===== src/rtl/alu_rs_if.sv =====
// alu_rs_if: dispatch, CDB snoop and issue bundle for the ALU reservation station.
//   slave  : the reservation station (consumes dispatch/CDB, drives rs_full and ex_*)
//   master : the dispatcher / surrounding core (drives dispatch/CDB, observes rs_full and ex_*)
interface alu_rs_if #(
  parameter int TAG_W = 4
);
  // dispatch
  logic             disp_valid;
  logic [5:0]       disp_opt;
  logic [31:0]      disp_vj;
  logic [31:0]      disp_vk;
  logic             disp_qj_busy;
  logic             disp_qk_busy;
  logic [TAG_W-1:0] disp_qj;
  logic [TAG_W-1:0] disp_qk;
  logic [31:0]      disp_imm;
  logic [TAG_W-1:0] disp_dest;
  logic             rs_full;
  // common data buses
  logic             cdb1_ok;
  logic [TAG_W-1:0] cdb1_en;
  logic [31:0]      cdb1_val;
  logic             cdb2_ok;
  logic [TAG_W-1:0] cdb2_en;
  logic [31:0]      cdb2_val;
  // issue port
  logic             ex_ok;
  logic [5:0]       ex_opt;
  logic [31:0]      ex_rs1;
  logic [31:0]      ex_rs2;
  logic [31:0]      ex_imm;
  logic [TAG_W-1:0] ex_en;

  modport slave (
    input  disp_valid, disp_opt, disp_vj, disp_vk, disp_qj_busy, disp_qk_busy,
           disp_qj, disp_qk, disp_imm, disp_dest,
           cdb1_ok, cdb1_en, cdb1_val, cdb2_ok, cdb2_en, cdb2_val,
    output rs_full, ex_ok, ex_opt, ex_rs1, ex_rs2, ex_imm, ex_en
  );

  modport master (
    output disp_valid, disp_opt, disp_vj, disp_vk, disp_qj_busy, disp_qk_busy,
           disp_qj, disp_qk, disp_imm, disp_dest,
           cdb1_ok, cdb1_en, cdb1_val, cdb2_ok, cdb2_en, cdb2_val,
    input  rs_full, ex_ok, ex_opt, ex_rs1, ex_rs2, ex_imm, ex_en
  );
endinterface


===== src/rtl/alu_rs.sv =====
// alu_rs: reservation station + issue scheduler for the ALU.
//   clk_in   : clock (rising edge)
//   rst_in   : synchronous active-high reset
//   rdy_in   : run enable, low freezes all state and drops ex_ok
//   clear_in : mispredict flush, frees every entry
//   bus      : alu_rs_if.slave (dispatch, CDB1/CDB2 snoop, rs_full, ex_* issue port)
// Entries are allocated lowest-free-first and issued lowest-ready-first,
// one per cycle, into registered ex_* outputs.

// One reservation-station slot: holds a micro-op, snoops both CDBs for
// pending operands, and reports readiness from its registered state.
module alu_rs_entry #(
  parameter int TAG_W = 4
) (
  input  logic             clk_in,
  input  logic             rst_in,
  input  logic             rdy_in,
  input  logic             clear_in,
  input  logic             alloc,
  input  logic             issue,
  input  logic [5:0]       d_opt,
  input  logic [31:0]      d_vj,
  input  logic             d_qj_busy,
  input  logic [TAG_W-1:0] d_qj,
  input  logic [31:0]      d_vk,
  input  logic             d_qk_busy,
  input  logic [TAG_W-1:0] d_qk,
  input  logic [31:0]      d_imm,
  input  logic [TAG_W-1:0] d_dest,
  input  logic             cdb1_ok,
  input  logic [TAG_W-1:0] cdb1_en,
  input  logic [31:0]      cdb1_val,
  input  logic             cdb2_ok,
  input  logic [TAG_W-1:0] cdb2_en,
  input  logic [31:0]      cdb2_val,
  output logic             busy,
  output logic             ready,
  output logic [5:0]       opt,
  output logic [31:0]      vj,
  output logic [31:0]      vk,
  output logic [31:0]      imm,
  output logic [TAG_W-1:0] dest
);
  typedef struct packed {
    logic             busy;
    logic [5:0]       opt;
    logic [31:0]      vj;
    logic             qj_busy;
    logic [TAG_W-1:0] qj;
    logic [31:0]      vk;
    logic             qk_busy;
    logic [TAG_W-1:0] qk;
    logic [31:0]      imm;
    logic [TAG_W-1:0] dest;
  } entry_t;

  entry_t q, src, nxt;

  // The snoop is applied on top of either the stored entry or the incoming
  // dispatch, so the same logic gives both the wakeup and the dispatch bypass.
  always_comb begin
    src = q;
    if (alloc) begin
      src.busy    = 1'b1;
      src.opt     = d_opt;
      src.vj      = d_vj;
      src.qj_busy = d_qj_busy;
      src.qj      = d_qj;
      src.vk      = d_vk;
      src.qk_busy = d_qk_busy;
      src.qk      = d_qk;
      src.imm     = d_imm;
      src.dest    = d_dest;
    end
    nxt = src;
    if (src.busy && src.qj_busy) begin
      if (cdb1_ok && cdb1_en == src.qj) begin
        nxt.vj = cdb1_val; nxt.qj_busy = 1'b0;
      end else if (cdb2_ok && cdb2_en == src.qj) begin
        nxt.vj = cdb2_val; nxt.qj_busy = 1'b0;
      end
    end
    if (src.busy && src.qk_busy) begin
      if (cdb1_ok && cdb1_en == src.qk) begin
        nxt.vk = cdb1_val; nxt.qk_busy = 1'b0;
      end else if (cdb2_ok && cdb2_en == src.qk) begin
        nxt.vk = cdb2_val; nxt.qk_busy = 1'b0;
      end
    end
    if (issue) nxt.busy = 1'b0;
  end

  always_ff @(posedge clk_in) begin
    if (rst_in)        q <= '0;
    else if (rdy_in) begin
      if (clear_in)    q.busy <= 1'b0;
      else             q <= nxt;
    end
  end

  assign busy  = q.busy;
  assign ready = q.busy & ~q.qj_busy & ~q.qk_busy;
  assign opt   = q.opt;
  assign vj    = q.vj;
  assign vk    = q.vk;
  assign imm   = q.imm;
  assign dest  = q.dest;
endmodule

module alu_rs #(
  parameter int RS_SIZE = 8,
  parameter int TAG_W   = 4
) (
  input  logic  clk_in,
  input  logic  rst_in,
  input  logic  rdy_in,
  input  logic  clear_in,
  alu_rs_if.slave bus
);
  localparam logic [RS_SIZE-1:0] ONE = RS_SIZE'(1);

  logic [RS_SIZE-1:0]             busy, ready, free, alloc_sel, issue_sel;
  logic [RS_SIZE-1:0][5:0]        e_opt;
  logic [RS_SIZE-1:0][31:0]       e_vj, e_vk, e_imm;
  logic [RS_SIZE-1:0][TAG_W-1:0]  e_dest;

  logic [5:0]       iss_opt;
  logic [31:0]      iss_vj, iss_vk, iss_imm;
  logic [TAG_W-1:0] iss_dest;

  // rs_full comes from registered busy bits, so a slot issued this edge is
  // only reusable next cycle.
  assign free        = ~busy;
  assign bus.rs_full = &busy;
  // x & (~x + 1) isolates the lowest set bit: lowest-index priority.
  assign alloc_sel   = (bus.disp_valid && !bus.rs_full) ? (free & (~free + ONE)) : '0;
  assign issue_sel   = ready & (~ready + ONE);

  for (genvar i = 0; i < RS_SIZE; i++) begin : g_ent
    alu_rs_entry #(.TAG_W(TAG_W)) u_ent (
      .clk_in    (clk_in),
      .rst_in    (rst_in),
      .rdy_in    (rdy_in),
      .clear_in  (clear_in),
      .alloc     (alloc_sel[i]),
      .issue     (issue_sel[i]),
      .d_opt     (bus.disp_opt),
      .d_vj      (bus.disp_vj),
      .d_qj_busy (bus.disp_qj_busy),
      .d_qj      (bus.disp_qj),
      .d_vk      (bus.disp_vk),
      .d_qk_busy (bus.disp_qk_busy),
      .d_qk      (bus.disp_qk),
      .d_imm     (bus.disp_imm),
      .d_dest    (bus.disp_dest),
      .cdb1_ok   (bus.cdb1_ok),
      .cdb1_en   (bus.cdb1_en),
      .cdb1_val  (bus.cdb1_val),
      .cdb2_ok   (bus.cdb2_ok),
      .cdb2_en   (bus.cdb2_en),
      .cdb2_val  (bus.cdb2_val),
      .busy      (busy[i]),
      .ready     (ready[i]),
      .opt       (e_opt[i]),
      .vj        (e_vj[i]),
      .vk        (e_vk[i]),
      .imm       (e_imm[i]),
      .dest      (e_dest[i])
    );
  end

  // issue_sel is one-hot (or zero), so a plain select loop is a clean mux.
  always_comb begin
    iss_opt  = '0;
    iss_vj   = '0;
    iss_vk   = '0;
    iss_imm  = '0;
    iss_dest = '0;
    for (int i = 0; i < RS_SIZE; i++) begin
      if (issue_sel[i]) begin
        iss_opt  = e_opt[i];
        iss_vj   = e_vj[i];
        iss_vk   = e_vk[i];
        iss_imm  = e_imm[i];
        iss_dest = e_dest[i];
      end
    end
  end

  // Freeze and flush both drop ex_ok so a result is never broadcast twice;
  // the operand registers simply hold.
  always_ff @(posedge clk_in) begin
    if (rst_in) begin
      bus.ex_ok  <= 1'b0;
      bus.ex_opt <= '0;
      bus.ex_rs1 <= '0;
      bus.ex_rs2 <= '0;
      bus.ex_imm <= '0;
      bus.ex_en  <= '0;
    end else if (!rdy_in || clear_in) begin
      bus.ex_ok  <= 1'b0;
    end else begin
      bus.ex_ok  <= |ready;
      if (|ready) begin
        bus.ex_opt <= iss_opt;
        bus.ex_rs1 <= iss_vj;
        bus.ex_rs2 <= iss_vk;
        bus.ex_imm <= iss_imm;
        bus.ex_en  <= iss_dest;
      end
    end
  end
endmodule


===== src/flat_wrapper.sv =====
// flat-port wrapper written by rule: the top's interface ports become plain ports
module alu_rs_flat 
#(
  parameter int RS_SIZE = 8,
  parameter int TAG_W   = 4
)
  (clk_in, rst_in, rdy_in, clear_in, bus_disp_valid, bus_disp_opt, bus_disp_vj, bus_disp_vk, bus_disp_qj_busy, bus_disp_qk_busy, bus_disp_qj, bus_disp_qk, bus_disp_imm, bus_disp_dest, bus_cdb1_ok, bus_cdb1_en, bus_cdb1_val, bus_cdb2_ok, bus_cdb2_en, bus_cdb2_val, bus_rs_full, bus_ex_ok, bus_ex_opt, bus_ex_rs1, bus_ex_rs2, bus_ex_imm, bus_ex_en);
  alu_rs_if #(.TAG_W(TAG_W)) bus_i ();
  input  logic clk_in;
  input  logic rst_in;
  input  logic rdy_in;
  input  logic clear_in;
  input wire logic [$bits(bus_i.disp_valid)-1:0] bus_disp_valid;
  input wire logic [$bits(bus_i.disp_opt)-1:0] bus_disp_opt;
  input wire logic [$bits(bus_i.disp_vj)-1:0] bus_disp_vj;
  input wire logic [$bits(bus_i.disp_vk)-1:0] bus_disp_vk;
  input wire logic [$bits(bus_i.disp_qj_busy)-1:0] bus_disp_qj_busy;
  input wire logic [$bits(bus_i.disp_qk_busy)-1:0] bus_disp_qk_busy;
  input wire logic [$bits(bus_i.disp_qj)-1:0] bus_disp_qj;
  input wire logic [$bits(bus_i.disp_qk)-1:0] bus_disp_qk;
  input wire logic [$bits(bus_i.disp_imm)-1:0] bus_disp_imm;
  input wire logic [$bits(bus_i.disp_dest)-1:0] bus_disp_dest;
  input wire logic [$bits(bus_i.cdb1_ok)-1:0] bus_cdb1_ok;
  input wire logic [$bits(bus_i.cdb1_en)-1:0] bus_cdb1_en;
  input wire logic [$bits(bus_i.cdb1_val)-1:0] bus_cdb1_val;
  input wire logic [$bits(bus_i.cdb2_ok)-1:0] bus_cdb2_ok;
  input wire logic [$bits(bus_i.cdb2_en)-1:0] bus_cdb2_en;
  input wire logic [$bits(bus_i.cdb2_val)-1:0] bus_cdb2_val;
  output wire logic [$bits(bus_i.rs_full)-1:0] bus_rs_full;
  output wire logic [$bits(bus_i.ex_ok)-1:0] bus_ex_ok;
  output wire logic [$bits(bus_i.ex_opt)-1:0] bus_ex_opt;
  output wire logic [$bits(bus_i.ex_rs1)-1:0] bus_ex_rs1;
  output wire logic [$bits(bus_i.ex_rs2)-1:0] bus_ex_rs2;
  output wire logic [$bits(bus_i.ex_imm)-1:0] bus_ex_imm;
  output wire logic [$bits(bus_i.ex_en)-1:0] bus_ex_en;
  assign bus_i.disp_valid = bus_disp_valid;
  assign bus_i.disp_opt = bus_disp_opt;
  assign bus_i.disp_vj = bus_disp_vj;
  assign bus_i.disp_vk = bus_disp_vk;
  assign bus_i.disp_qj_busy = bus_disp_qj_busy;
  assign bus_i.disp_qk_busy = bus_disp_qk_busy;
  assign bus_i.disp_qj = bus_disp_qj;
  assign bus_i.disp_qk = bus_disp_qk;
  assign bus_i.disp_imm = bus_disp_imm;
  assign bus_i.disp_dest = bus_disp_dest;
  assign bus_i.cdb1_ok = bus_cdb1_ok;
  assign bus_i.cdb1_en = bus_cdb1_en;
  assign bus_i.cdb1_val = bus_cdb1_val;
  assign bus_i.cdb2_ok = bus_cdb2_ok;
  assign bus_i.cdb2_en = bus_cdb2_en;
  assign bus_i.cdb2_val = bus_cdb2_val;
  assign bus_rs_full = bus_i.rs_full;
  assign bus_ex_ok = bus_i.ex_ok;
  assign bus_ex_opt = bus_i.ex_opt;
  assign bus_ex_rs1 = bus_i.ex_rs1;
  assign bus_ex_rs2 = bus_i.ex_rs2;
  assign bus_ex_imm = bus_i.ex_imm;
  assign bus_ex_en = bus_i.ex_en;
  alu_rs #(.RS_SIZE(RS_SIZE), .TAG_W(TAG_W)) u_core (.clk_in(clk_in), .rst_in(rst_in), .rdy_in(rdy_in), .clear_in(clear_in), .bus(bus_i));
endmodule

===== config.mk =====
export PLATFORM = sky130hd
export DESIGN_NAME = alu_rs_flat
export DESIGN_NICKNAME = d
export VERILOG_FILES = /design/src/rtl/alu_rs_if.sv /design/src/rtl/alu_rs.sv /design/src/flat_wrapper.sv
export SDC_FILE = /design/constraint.sdc
export NUM_CORES = 2
export LEC_CHECK = 0
export CAP_MARGIN = 10
export CELL_PAD_IN_SITES_DETAIL_PLACEMENT = 0
export CELL_PAD_IN_SITES_GLOBAL_PLACEMENT = 2
export CORE_UTILIZATION = 34
export CTS_CLUSTER_DIAMETER = 40
export DETAILED_ROUTE_END_ITERATION = 12
export GPL_ROUTABILITY_DRIVEN = 0
export PLACE_DENSITY = 0.75
export SLEW_MARGIN = 20
export SYNTH_ARGS = -nofsm -noshare
export SYNTH_HDL_FRONTEND = slang
export SYNTH_HIERARCHICAL = 1
export SYNTH_SLANG_ARGS = --single-unit

===== constraint.sdc =====
create_clock -name clk_in -period 3 [get_ports clk_in]
set_input_delay 0.75 -clock clk_in [delete_from_list [all_inputs] [get_ports clk_in]]
set_output_delay 0.75 -clock clk_in [all_outputs]
set_load 0.02 [all_outputs]

# --- Word level (Yosys, flattened, before mapping) ---
# Cells that the tools add are included.
classes:
  add_sub_neg: 2
  eq_ne: 32
  n_mux: 113
  bitwise: 39
  n_reduce_logical: 65
op_table:
  columns: ["op", "count"]
  rows:
  - ["$mux W33", 48]
  - ["$mux W117", 8]
  - ["$mux W32", 24]
  - ["$eq A4 B4 Y1", 32]
  - ["$logic_and A1 B1 Y1", 49]
  - ["$mux W6", 8]
  - ["$mux W4", 8]
  - ["$not A8 Y8", 3]
  - ["$reduce_and A3 Y1", 8]
  - ["$not A1 Y1", 18]
  - ["$add A8 B1 Y8 const B", 2]
  - ["$and A1 B1 Y1", 16]
  - ["$and A8 B8 Y8", 2]
  - ["$mux W1", 16]
  - ["$mux W8", 1]
  - ["$reduce_and A8 Y1", 1]
  - ["$reduce_or A8 Y1", 1]
  - ["$reduce_and A2 Y1", 2]
  - ["$logic_not A1 Y1", 2]
  - ["$reduce_or A2 Y1", 1]
  - ["$logic_or A1 B1 Y1", 1]
word_totals:
  wordCells: 337
  input_bits: 195
  output_inout_bits: 108
  regBits: 1043

# --- Logic depth before layout (Yosys ltp) ---
depth:
  ltp_word: 14
  mapped_depth: 13
  mapped_depth_nobuf: 9

# --- Modules after synthesis ---
# Netlist, hierarchy kept.
by_module_without_submodules:
  columns: ["module", "instances", "seq_area_each_um2", "area_each_um2", "cells_each"]
  rows:
  - ["alu_rs_entry", 8, 2342.2, 7440.9, 929]
  - ["alu_rs", 1, 2142.1, 13506.7, 2033]

# --- Worst setup path after synthesis ---
# OpenSTA, ideal clock, no wires.
synth_timing:
  path_type: "input to register"
  start: "input bus_disp_valid"
  end: "register u_core.g_ent[5].u_ent.q (netlist bit u_core/g_ent[5].u_ent/vk[10])"
  t_required_ps: 2940
  n_path_buf: 3
  t_arrival_ps: 3073
  cell_stages: 12
  setup_ps: 60
  setup_slack_ps: -133
  path_cell_list: "nand2_1 > or2_2 > nor3b_1 > buf_6 > buf_2 > mux2i_2 > xor2_1 > nand4_1 > o21a_1 > nor2_1 > buf_2 > o311a_1"
synth_via:
  elab_chain_len: 8
  elab_cells_between_ends: 11
  cone_classes: "eq/ne: 2; mux: 5; reduce/logical: 4"
synth_lines:
  columns: ["element", "line_no", "source"]
  rows:
  - ["start: declaration", "flat_wrapper.sv:13", "input wire logic [$bits(bus_i.disp_valid)-1:0] bus_disp_valid;"]
  - ["$logic_and A1 B1 Y1 (*)", "alu_rs.sv:136", "assign alloc_sel = (bus.disp_valid && !bus.rs_full) ? (free & (~free + ONE)) : '0;"]
  - ["$mux W8 (*)", "alu_rs.sv:136", null]
  - ["net u_core.alloc_sel[5]", "alu_rs.sv:122", "logic [RS_SIZE-1:0] busy, ready, free, alloc_sel, issue_sel;"]
  - ["$mux W117 (*)", "alu_rs.sv:63", "if (alloc) begin"]
  - ["$eq A4 B4 Y1", "alu_rs.sv:86", "end else if (cdb2_ok && cdb2_en == src.qk) begin"]
  - ["$logic_and A1 B1 Y1", "alu_rs.sv:86", null]
  - ["$mux W33", "alu_rs.sv:86", null]
  - ["$mux W33", "alu_rs.sv:84", "if (cdb1_ok && cdb1_en == src.qk) begin"]
  - ["$mux W33 (*)", "alu_rs.sv:83", "if (src.busy && src.qk_busy) begin"]
  - ["end signal: assignment", "alu_rs.sv:97", "else q <= nxt;"]
  - ["end: declaration", "alu_rs.sv:57", "entry_t q, src, nxt;"]
# The timed path passes the listed nets; every way through them passes the cells marked *.
# A chain may end at the register's enable or synchronous reset.

# --- Worst setup path after layout ---
layout_timing:
  start: "register u_core/g_ent[1].u_ent/busy (netlist name)"
  end: "register u_core.g_ent[7].u_ent.q (netlist bit u_core/g_ent[7].u_ent/vk[18])"
layout_via:
  elab_chain_len: 11
  elab_cells_between_ends: 17
  cone_classes: "add/sub: 1; eq/ne: 2; mux: 5; bitwise: 3; reduce/logical: 6"
layout_lines:
  columns: ["element", "line_no", "source"]
  rows:
  - ["$not A8 Y8", "alu_rs.sv:133", "assign free = ~busy;"]
  - ["$not A8 Y8", "alu_rs.sv:136", null]
  - ["$add A8 B1 Y8", "alu_rs.sv:136", null]
  - ["$and A8 B8 Y8", "alu_rs.sv:136", null]
  - ["$mux W8 (*)", "alu_rs.sv:136", null]
  - ["net u_core.alloc_sel[7]", "alu_rs.sv:122", null]
  - ["$mux W117 (*)", "alu_rs.sv:63", null]
  - ["$eq A4 B4 Y1", "alu_rs.sv:86", null]
  - ["$logic_and A1 B1 Y1", "alu_rs.sv:86", null]
  - ["$mux W33", "alu_rs.sv:86", null]
  - ["$mux W33", "alu_rs.sv:84", null]
  - ["$mux W33 (*)", "alu_rs.sv:83", null]
  - ["end signal: assignment", "alu_rs.sv:97", null]
  - ["end: declaration", "alu_rs.sv:57", null]
# Marks and branches as above.

==> results.md <==
- The total design power is 48.4 mW.
- The slew at the pin with the worst max-slew slack is 1.06 ns.
- Yosys instantiated no cell more often than sky130_fd_sc_hd__nand2_1.
- In this run, the combinational gates consume 11.3% of the power.
- For the worst setup path, the data required time is 3.81 ns.
- By startpoint and endpoint, the worst setup path is classified as flop to flop.
- The CTS clock-pin slew for the worst setup and hold paths is 0.05 ns.
- Detailed routing inserted a total of 76025 vias.
- The share of total power in the clock network is 58.3%.
- The tool flagged a number of max-cap violations equal to 0.
- The post-route clock skew is 0.0560 ns.
- The cell internal power dissipation is 35.2 mW.
- The sequential share of power is 30.5%.
- Across the whole layout, storage elements account for 0.0209 sq mm.
- The total overflow left after global routing is 0.
- After synthesis, the netlist uses 59 different library cells.
- The worst voltage drop across the vdd grid is 0.000651 V.
- Of the synthesized area, sequential elements account for 28.6%.
- The number of max-slew violations in the final report came to 0.
- Summing all non-filler instances in the final layout gives an area of 0.0899 sq mm.
- For this run, design rule violations remaining after detail routing come to 0.
- Along the worst path, the maximum fanout reaches 12.
- TritonCTS built the clock tree.
- The share of synthesized area in the top cell type comes to 28.6%.
- The core region is 0.213 sq mm.
- For flop-to-flop paths, the worst setup slack is -0.14 ns.
- By count the netlist is led by sky130_fd_sc_hd__nand2_1, sky130_fd_sc_hd__dfxtp_1, sky130_fd_sc_hd__buf_4, sky130_fd_sc_hd__nor2_1, sky130_fd_sc_hd__clkbuf_1.
- For the worst flop-to-flop path, the logic depth is 13.
- In this run the count of I/O pins placed on the die edge is 303.
- The number of buffers added to fix hold violations after cts is 0.
- In the synthesized netlist, the number of instances is 9465.
- Once placement finished, the instance area stood at 0.0787 sq mm.
- The HPWL after detailed placement is 235 mm.
- Setup violations remaining at the end of the flow were counted as 188.
- The number of vias per cell is 6.26.
- The routed design has 379 mm of wire.
- The worst path uses 105% of the clock period.
- Counting flops with an async set or reset pin after synthesis yields a share of 0%.
- The filler-free cell count of the finished design is 12144.
- Summed over all cells, the static leakage comes to 30.2 nW.
- The analysis attributes to net switching a power of 13.2 mW.
- On the final layout, the worst hold slack is 0.449 ns.
- By area the synthesized netlist is led by sky130_fd_sc_hd__dfxtp_1, sky130_fd_sc_hd__buf_4, sky130_fd_sc_hd__nand2_1.
- The number of antenna violations at the first check in global routing is 21.
- Entering global routing, the biggest net connects 195 pins.
- In the global route stage, overall resource usage came out at 32.6%.
- The relative slew slack is 29.1%.
- In this run the remaining antenna-violating nets after routing total 0.
- Counting flops with a built-in enable in the synthesized netlist gives 0.
- The H-tree was split into 4 levels.
- In this run the vertical extent of the chip is 465 um.
- In this run the critical register-to-register path is captured at u_core/g_ent[7].u_ent/vk[18].
- The number of cells on the worst hold path is 2.
- After detailed placement, the design holds a cell count of 11616.
- The clock sink count is 1043.
- The startpoint of the tightest hold check path is u_core/g_ent[5].u_ent/imm[5].
- The sort of element at the end of the critical path is a flop.
- The row count is 169.
- The synthesized netlist occupies a cell area of 0.0730 sq mm.
- The class of the tightest hold or removal check is flop to flop.
- The top achievable clock speed is 318 MHz.
- For this block, the initial DRC count from the detailed router was 9850.
- The final worst slack is -0.143 ns.
- Data arrives at the worst endpoint at 3.95 ns.
- The dominant register cell in the synthesized netlist is sky130_fd_sc_hd__dfxtp_1.
- The Yosys step of the flow raised 6 warnings.
- The number of nets in the synthesized netlist is 9660.
- The post-place setup slack is -0.989 ns.
- The number of failing hold endpoints at the final stage is 0.
- The first global-routing pass estimated 522 mm of wire.
- The maximum root-to-sink buffer count is 3.
- The initial core utilization is 34.3%.
- The cell accounting for the most synthesized area is sky130_fd_sc_hd__dfxtp_1.
- The number of nets in the layout is 9301.
- Relative to the synthesized area, the layout overhead comes to 23.1%.
- The number of buffers created by CTS is 233.
- Setup repair after global routing could not meet its margin everywhere.
- The floorplan step defined a die boundary enclosing 0.217 sq mm.
- Net switching is 27.3% of the power.
- In this run the clock root is driven by a sky130_fd_sc_hd__clkbuf_16.
- The number of inserted filler cells in the final layout is 21002.
- The floorplan step set the die width to 465 um.
- The via count of the first global-routing pass is 71282.
- The checks that failed: setup timing.
- For the finished layout, the period the worst path requires is 3.14 ns.
- After synthesis the netlist holds a flip-flop and latch count of 1043.
- The flow ran to the end, but the final reports show violations.
- The number of port buffers is 302.
- The average instance in the mapped netlist occupies 7.72 sq um.
- The pre-antenna-repair detailed-routing pass consisted of 8 iterations.
- Cells with a size suffix above 1 make up 20.1% of the layout.
- The clock insertion delay at the later pin of the skew report is 0.90 ns.
- The total area of multi-input combinational cells is 0.0435 sq mm.
- The launch point of the worst reg-to-reg path is u_core/g_ent[1].u_ent/busy.
- The total power divided by cell area is 539 mW/mm^2.
- The worst setup path is launched from a flop.
- The detailed-route wire length per cell is 31.2 um.
- The worst hold path terminates at u_core/g_ent[5].u_ent/imm[5].
worst max-delay path, stage by stage, from the launching register on:
cell                        delay [ns]
sky130_fd_sc_hd__dfxtp_4          0.37
sky130_fd_sc_hd__nand3_4          0.09
sky130_fd_sc_hd__or2_4            0.25
sky130_fd_sc_hd__buf_6            0.14
sky130_fd_sc_hd__nor3_4           0.17
sky130_fd_sc_hd__buf_12           0.21
sky130_fd_sc_hd__mux2i_2          0.30
sky130_fd_sc_hd__xor2_1           0.17
sky130_fd_sc_hd__nand4_1          0.28
sky130_fd_sc_hd__o21a_2           0.35
sky130_fd_sc_hd__nor2_4           0.19
sky130_fd_sc_hd__buf_12           0.15
sky130_fd_sc_hd__clkbuf_16        0.20
sky130_fd_sc_hd__o311a_1          0.18
cell type report:
class | instances | share of cell area [%]
sequential | 1043 | 23.2
multi-input combinational | 6620 | 48.4
clock inverter | 145 | 2.37
tap | 2821 | 3.93
clock buffer | 291 | 7.15
antenna | 16 | 0.0445
inverter | 30 | 0.131
timing repair buffer | 1178 | 14.7
per-layer routing:
metal	wire, um	share of wire, %	track usage (%)	up-vias
met4	24900	6.6	19.2	12
met1	152000	40	41.6	36956
li1	-	-	-	32949
met2	161000	42	49.3	4919
met3	40700	11	8.33	1189
met5	78	0.021	0	-
kinds of logic after synthesis:
family	share of synthesized area, %
xor+xnor	1.44
flops	28.6
mux	9.80
buf+inv	14.1
simple gates	19.7
compound gates	26.4
how the worst max path moves through the flow:
stage,from,end,slack [ns],cells past startpoint
after floorplan,bus_disp_valid,u_core/g_ent[5].u_ent/vj[16],0.01,11
after global placement,bus_disp_valid,u_core/g_ent[5].u_ent/vj[31],-0.94,14
after detailed placement,bus_disp_valid,u_core/g_ent[5].u_ent/vk[31],-0.99,13
after CTS,u_core/g_ent[1].u_ent/busy,u_core/g_ent[5].u_ent/vj[4],-0.05,12
after global routing,u_core/g_ent[1].u_ent/busy,u_core/g_ent[7].u_ent/vk[3],-0.18,13
final,u_core/g_ent[1].u_ent/busy,u_core/g_ent[7].u_ent/vk[18],-0.14,13
registers in the layout, summed over array words and instances (netlist names):
register / cells
u_core/bus.ex_en: 4
u_core/bus.ex_ok: 1
u_core/bus.ex_imm: 32
u_core/g_ent.u_ent/vj: 256
u_core/bus.ex_rs1: 32
u_core/g_ent.u_ent/q: 80
u_core/g_ent.u_ent/vk: 256
u_core/bus.ex_opt: 6
u_core/g_ent.u_ent/opt: 48
u_core/g_ent.u_ent/imm: 256
u_core/g_ent.u_ent/dest: 32
u_core/g_ent.u_ent/busy: 8
u_core/bus.ex_rs2: 32
what timing repair did:
item | in CTS | in global routing
pin swaps | 29 | 153
setup endpoints to repair | 257 | 400
gates resized for setup | 52 | 270
cloned | 3 | 25
buffers inserted | 13 | 38
cell usage in the layout, fill, tap and decap left out, types with 39 or more instances in the layout:
master,count
sky130_fd_sc_hd__buf_12,251
sky130_fd_sc_hd__clkbuf_16,252
sky130_fd_sc_hd__a311oi_1,258
sky130_fd_sc_hd__o21bai_1,248
sky130_fd_sc_hd__xnor2_1,44
sky130_fd_sc_hd__nand2b_1,208
sky130_fd_sc_hd__o31ai_1,48
sky130_fd_sc_hd__mux2_2,248
sky130_fd_sc_hd__o21ai_0,453
sky130_fd_sc_hd__clkdlybuf4s50_1,298
sky130_fd_sc_hd__buf_4,573
sky130_fd_sc_hd__a211oi_1,72
sky130_fd_sc_hd__dfxtp_1,1037
sky130_fd_sc_hd__o311a_1,248
sky130_fd_sc_hd__nand2_1,1246
sky130_fd_sc_hd__mux2i_1,374
sky130_fd_sc_hd__a22o_1,96
sky130_fd_sc_hd__o21ai_1,39
sky130_fd_sc_hd__o32ai_1,249
sky130_fd_sc_hd__nand3_1,98
sky130_fd_sc_hd__nor2b_1,108
sky130_fd_sc_hd__bufinv_16,44
sky130_fd_sc_hd__xor2_1,59
sky130_fd_sc_hd__nor2_1,804
sky130_fd_sc_hd__or3_1,158
sky130_fd_sc_hd__nor4_1,245
sky130_fd_sc_hd__a31oi_1,122
sky130_fd_sc_hd__a22oi_1,103
sky130_fd_sc_hd__a21oi_1,598
per-stage QoR:
stage | TNS (ns) | utilization, %
2_1_floorplan | 0 | -
3_3_place_gp | -588.45 | 37.0
3_5_place_dp | -615.32 | 37.0
4_1_cts | -0.706 | 41.2
5_1_grt | -28.04 | 42.3
6_report | -10.54 | 42.3
power by group through the flow:
stage                     Sequential (mW)  Clock (mW)  Combinational [mW]
after global routing                 14.8        29.1                5.59
final                                14.8        28.2                5.45
after CTS                            14.7        28.4                5.14
after detailed placement             15.0           0                5.10
after global placement               15.0           0                5.02
after floorplan                      14.9           0                2.98
No activity file was read; power rests on OpenSTA's default activity.
